File: config.mk
export PLATFORM = sky130hd
export DESIGN_NAME = sample_averager
export DESIGN_NICKNAME = d
export VERILOG_FILES = /design/src/rtl/sample_averager.sv
export SDC_FILE = /design/constraint.sdc
export NUM_CORES = 1
export LEC_CHECK = 0
export CAP_MARGIN = 25
export CORE_ASPECT_RATIO = 0.5
export CORE_MARGIN = 5
export CORE_UTILIZATION = 55
export DETAILED_ROUTE_END_ITERATION = 8
export GPL_TIMING_DRIVEN = 0
export PLACE_DENSITY_LB_ADDON = 0.15
export SYNTH_ARGS = -nofsm -noshare
export SYNTH_HDL_FRONTEND = slang
export SYNTH_SLANG_ARGS = --single-unit
File: constraint.sdc
create_clock -name i_clock -period 5.2 [get_ports i_clock]
set_clock_uncertainty 0.15 [all_clocks]
set_input_delay 1.04 -clock i_clock [delete_from_list [all_inputs] [get_ports i_clock]]
set_output_delay 1.04 -clock i_clock [all_outputs]
set_load 0.1 [all_outputs]
File: src/rtl/sample_averager.sv
// Decimating boxcar averager for the packed two-channel ADC stream.
// Averages 2**LOG2_AVG samples per channel, or forwards samples unchanged in bypass.
module sample_averager #(
    parameter int ZMOD_DATA_SIZE = 14,
    parameter int AXIS_DATA_SIZE = 32,
    parameter int LOG2_AVG       = 2
) (
    input  logic                      i_clock,
    input  logic                      i_reset,
    input  logic                      i_enable,
    input  logic [AXIS_DATA_SIZE-1:0] i_data,
    input  logic                      i_data_valid,
    output logic [AXIS_DATA_SIZE-1:0] o_data,
    output logic                      o_data_valid,
    output logic [15:0]               o_block_count
);

    localparam int ACC_W = ZMOD_DATA_SIZE + LOG2_AVG;
    localparam logic [LOG2_AVG-1:0] CNT_LAST = '1;
    localparam logic [LOG2_AVG-1:0] CNT_ONE  = LOG2_AVG'(1);

    // Valid/ready contract: no backpressure; i_data is taken on any cycle i_data_valid
    // is high, and o_data is valid only in the single cycle o_data_valid is high.
    typedef enum logic {
        ST_BYPASS = 1'b0,
        ST_ACCUM  = 1'b1
    } state_t;

    state_t                    r_state;
    state_t                    w_next_state;
    logic signed [ACC_W-1:0]   r_acc1;
    logic signed [ACC_W-1:0]   r_acc2;
    logic [LOG2_AVG-1:0]       r_cnt;

    logic                      w_mode_change;
    logic signed [ACC_W-1:0]   w_acc1_base;
    logic signed [ACC_W-1:0]   w_acc2_base;
    logic [LOG2_AVG-1:0]       w_cnt_base;
    logic signed [ACC_W-1:0]   w_ch1_ext;
    logic signed [ACC_W-1:0]   w_ch2_ext;
    logic signed [ACC_W-1:0]   w_sum1;
    logic signed [ACC_W-1:0]   w_sum2;
    logic                      w_block_done;
    logic                      w_emit;
    logic [AXIS_DATA_SIZE-1:0] w_field_mask;
    logic [AXIS_DATA_SIZE-1:0] w_out_word;

    always_ff @(posedge i_clock) begin
        if (i_reset) begin
            r_state <= w_next_state;
        end else begin
            r_state <= w_next_state;
        end
    end

    // The mode follows i_enable directly, so a sample on the switching cycle
    // is already handled by the new mode while the old partial sum is dropped.
    always_comb begin
        w_next_state  = i_enable ? ST_ACCUM : ST_BYPASS;
        w_mode_change = (w_next_state != r_state);
        w_acc1_base   = w_mode_change ? '0 : r_acc1;
        w_acc2_base   = w_mode_change ? '0 : r_acc2;
        w_cnt_base    = w_mode_change ? '0 : r_cnt;

        w_ch1_ext = {{LOG2_AVG{i_data[ZMOD_DATA_SIZE+15]}}, i_data[ZMOD_DATA_SIZE+15:16]};
        w_ch2_ext = {{LOG2_AVG{i_data[ZMOD_DATA_SIZE-1]}}, i_data[ZMOD_DATA_SIZE-1:0]};
        w_sum1    = w_acc1_base + w_ch1_ext;
        w_sum2    = w_acc2_base + w_ch2_ext;

        w_block_done = i_data_valid && (w_next_state == ST_ACCUM) && (w_cnt_base == CNT_LAST);
        w_emit       = i_data_valid && ((w_next_state == ST_BYPASS) || w_block_done);

        w_field_mask = '0;
        w_field_mask[ZMOD_DATA_SIZE+15:16]  = '1;
        w_field_mask[ZMOD_DATA_SIZE-1:0]    = '1;

        w_out_word = '0;
        if (w_next_state == ST_BYPASS) begin
            w_out_word = i_data & w_field_mask;
        end else begin
            // Taking the upper ZMOD bits is the floor-rounding arithmetic shift, truncated.
            w_out_word[ZMOD_DATA_SIZE+15:16] = w_sum1[ACC_W-1:LOG2_AVG];
            w_out_word[ZMOD_DATA_SIZE-1:0]   = w_sum2[ACC_W-1:LOG2_AVG];
        end
    end

    always_ff @(posedge i_clock) begin
        if (i_reset) begin
            r_acc1        <= '0;
            r_acc2        <= '0;
            r_cnt         <= '0;
            o_data        <= '0;
            o_data_valid  <= 1'b0;
            o_block_count <= '0;
        end else begin
            o_data_valid <= w_emit;
            if (w_emit) begin
                o_data        <= w_out_word;
                o_block_count <= o_block_count + 16'd1;
            end

            if ((w_next_state == ST_BYPASS) || w_block_done) begin
                r_acc1 <= '0;
                r_acc2 <= '0;
                r_cnt  <= '0;
            end else if (i_data_valid) begin
                r_acc1 <= w_sum1;
                r_acc2 <= w_sum2;
                r_cnt  <= w_cnt_base + CNT_ONE;
            end else if (w_mode_change) begin
                r_acc1 <= '0;
                r_acc2 <= '0;
                r_cnt  <= '0;
            end
        end
    end

endmodule

==> results by group <==
Status
  – Outcome: finished clean

Place
  – Placed cell area: 0.00573 mm²
  – Dpl hpwl: 9850 µm
  – Routability cong.: 0.945
  – Port Buffer Count: 75

Final layout
  – Filler Cell Count: 718
  – P&R area growth vs syn: 24.7%
  – # diodes: 0
  – Final instance area: 0.00602 mm²
  – Layout cells sized above 1: 0.0569
  – Nets: 733

Run
  – Max-cap violations: 0

Timing
  – Final hold vios: 0
  – RSZ-0062 raised after global routing: false
  – Hold slack: 0.310 ns
  – Slew Viols, Final: 0
  – Slew HR: 0.335
  – Fmax: 212 MHz
  – Final setup TNS: 0 ns
  – Worst-margin pin slew: 0.995 ns
  – # setup viols final: 0
  – Min Tclk post-route: 4.72 ns
  – Final critical-path share of the clock period: 0.909

CTS
  – H-tree Lvls: 3
  – Post-CTS Setup Repair Bufs: 0
  – Post_cts resized: 0
  – Clk Latency, worst-skew pair: 0.34 ns
  – Clock slew at reported path FFs: 0.06 ns
  – Cts bufs inserted: 9
  – CTS tree: built
  – Hold-fix buffers, CTS: 0
  – Clock tree sinks: 80
  – Maximum root-to-sink buffer count: 2
  – Clk root buf: clkbuf_16

Logic synthesis
  – Synth warn: 0
  – Share of the synthesized area in the top cell type: 0.332
  – FF+latch count, synth: 80
  – Cell Area, Synth: 0.00482 mm²
  – Most used DFF post-synth: dfxtp_1
  – Distinct cells, synth: 52
  – Asr flop ratio synth: 0
  – Synth area leader: dfxtp_1
  – Avg Cell Area, Syn: 8.41 µm²
  – Synth area leaders: dfxtp_1 33%, ha_1 8.3%, mux2i_1 7.5%
  – Post-synthesis cell count: 574
  – Post-synth top cells: 80 x dfxtp_1, 70 x nor2_1, 40 x nand2_1
  – Number of flops mapped to enable cells by yosys: 0
  – Top-count cell post-synth: dfxtp_1
  – Register area share after synthesis: 0.332

Worst setup path
  – Reg-to-reg startpoint: r_state
  – Startpoint types: input pin
  – Endpoint type of the worst setup path: flip-flop
  – Worst Path Class, Setup: input pin to flip-flop
  – CP arrival: 4.77 ns
  – CP Launch Point: i_enable
  – Crit Path Max Fanout: 10
  – Worst EP required: 5.25 ns

Power
  – IR drop worst, VDD: 0.000218 V
  – Total power: 1.67 mW
  – Clk network pwr share: 0.364
  – Flop pwr share: 0.390
  – Power Dens Cells: 277 mW/mm²
  – Switching Share: 0.338
  – Psw: 564 µW
  – Comb pwr share: 0.247
  – Internal power: 1.10 mW
  – Pleak: 2.49 nW

Floorplanning
  – Die Ht: 76.2 µm
  – I/O pin count: 85
  – Core area: 0.00862 mm²
  – Die area: 0.0109 mm²
  – Initial core utilization: 0.560
  – Die X-Extent: 142 µm
  – Cell Rows: 24

Global routing
  – Initial antenna violation count: 0
  – Vias in the first global route: 4257
  – Global-route wire length before repair: 21900 µm
  – Largest net degree at the start of global routing: 15
  – Overflow after GRT: 0
  – Tot GR Track Use: 0.247

Detailed routing
  – Detailed Route WL: 13100 µm
  – Avg WL per Cell: 16.7 µm
  – 1st-pass router iterations: 5
  – DR iter-0 viols: 363
  – Post-DRT Antenna Nets: 0
  – Vias after detailed routing: 4530
  – DRC viols: 0
  – Routed vias/inst: 5.77

Min path
  – Hold_sp: o_data[0]
  – Worst hold path class: flip-flop to flip-flop
layout by cell type (no fill, tap or decap), drive strengths merged, types with 2 or more instances in the layout:
| master | synthesis | layout |
|---|---|---|
| dfxtp | 80 | 80 |
| clkdlybuf4s50 | 0 | 75 |
| nor2 | 70 | 70 |
| a21oi | 44 | 44 |
| nand2 | 40 | 40 |
| mux2i | 36 | 36 |
| ha | 32 | 32 |
| and2 | 31 | 31 |
| o21ai | 28 | 28 |
| clkbuf | 18 | 28 |
| xnor2 | 22 | 22 |
| xor2 | 22 | 22 |
| inv | 17 | 17 |
| nand3 | 16 | 16 |
| a211oi | 16 | 16 |
| buf | 14 | 14 |
| nor3 | 12 | 12 |
| nand4 | 8 | 8 |
| or3 | 7 | 7 |
| o22ai | 6 | 6 |
| o21bai | 6 | 6 |
| a21o | 6 | 6 |
| a31oi | 6 | 6 |
| a311oi | 5 | 5 |
| o21a | 4 | 4 |
| conb | 1 | 4 |
| and3 | 3 | 3 |
| nand2b | 3 | 3 |
| clkinvlp | 0 | 3 |
| o211ai | 3 | 3 |
| clkinv | 0 | 3 |
| nor4 | 2 | 2 |
| nand3b | 2 | 2 |
| o32ai | 2 | 2 |
| and4 | 2 | 2 |
| fa | 2 | 2 |
| a211o | 2 | 2 |
final timing paths:
path / end / slack, ns / cells past startpoint
min: o_data[0] / 0.31 / 2
max: o_data[10] / 0.48 / 14
max reg2reg: o_data[11] / 1.52 / 11
min reg2reg: o_data[0] / 0.31 / 2
critical path, cell delays in order:
cell             delay (ns)
clkdlybuf4s50_1        0.49
buf_2                  0.23
xnor2_1                0.26
clkbuf_1               0.30
and2_1                 0.24
ha_1                   0.21
fa_1                   0.42
a21oi_1                0.22
o22ai_1                0.18
nor3_1                 0.28
o21ai_0                0.27
or3_1                  0.36
a21oi_1                0.18
nor3_1                 0.07
flip-flops by register name, indices dropped and copies added, names as in the netlist:
signal / count
o_data_valid: 1
r_state: 1
o_data: 28
r_cnt: 2
r_acc1: 16
o_block_count: 16
r_acc2: 16
power groups by stage:
stage	clock [mW]	sequential [mW]	combinational, mW
6_report	0.606	0.650	0.411
4_1_cts	0.613	0.651	0.408
3_3_place_gp	0	0.663	0.402
2_1_floorplan	0	0.778	0.180
3_5_place_dp	0	0.664	0.406
5_1_grt	0.638	0.653	0.439
area by class of cell:
type                            instances  area [µm²]  area share
Clock buffer                           10         239      0.0397
Sequential cell                        80        1600       0.266
Buffer                                 32         140      0.0233
Tap cell                              117         146      0.0243
Timing Repair Buffer                   75         751       0.125
Inverter                               17        63.8      0.0106
Clock inverter                          6        45.0     0.00749
Multi-Input combinational cell        448        3030       0.504
logic make-up after synthesis:
logic type / share of synthesized area
AOI/OAI and AO/OA: 0.183
buffers and inverters: 0.0423
other: 0.000777
DFF: 0.332
xor gates and xnor gates: 0.0799
muxes: 0.0770
and+or+nand+nor: 0.193
adders and majority gates: 0.0913
per-stage QoR:
stage / worst slack, ns / utilization / cells
floorplan: 1.28 / - / 577
global placement: 0.285 / 0.665 / 769
detailed placement: 0.188 / 0.665 / 769
CTS: 0.526 / 0.698 / 785
global route: 0.157 / 0.698 / 785
finish: 0.475 / 0.698 / 785
metal layers:
layer / share of wire / vias to the layer above / track usage / routed length (µm)
li1: - / 2210 / - / -
met3: 0.095 / 17 / 0.0608 / 1250
met1: 0.47 / 2114 / 0.361 / 6170
met4: 0.010 / 0 / 0.0512 / 135
met5: 0 / - / 0 / 0
met2: 0.43 / 189 / 0.368 / 5600
Note: power is estimated with default switching activity, not from simulation.
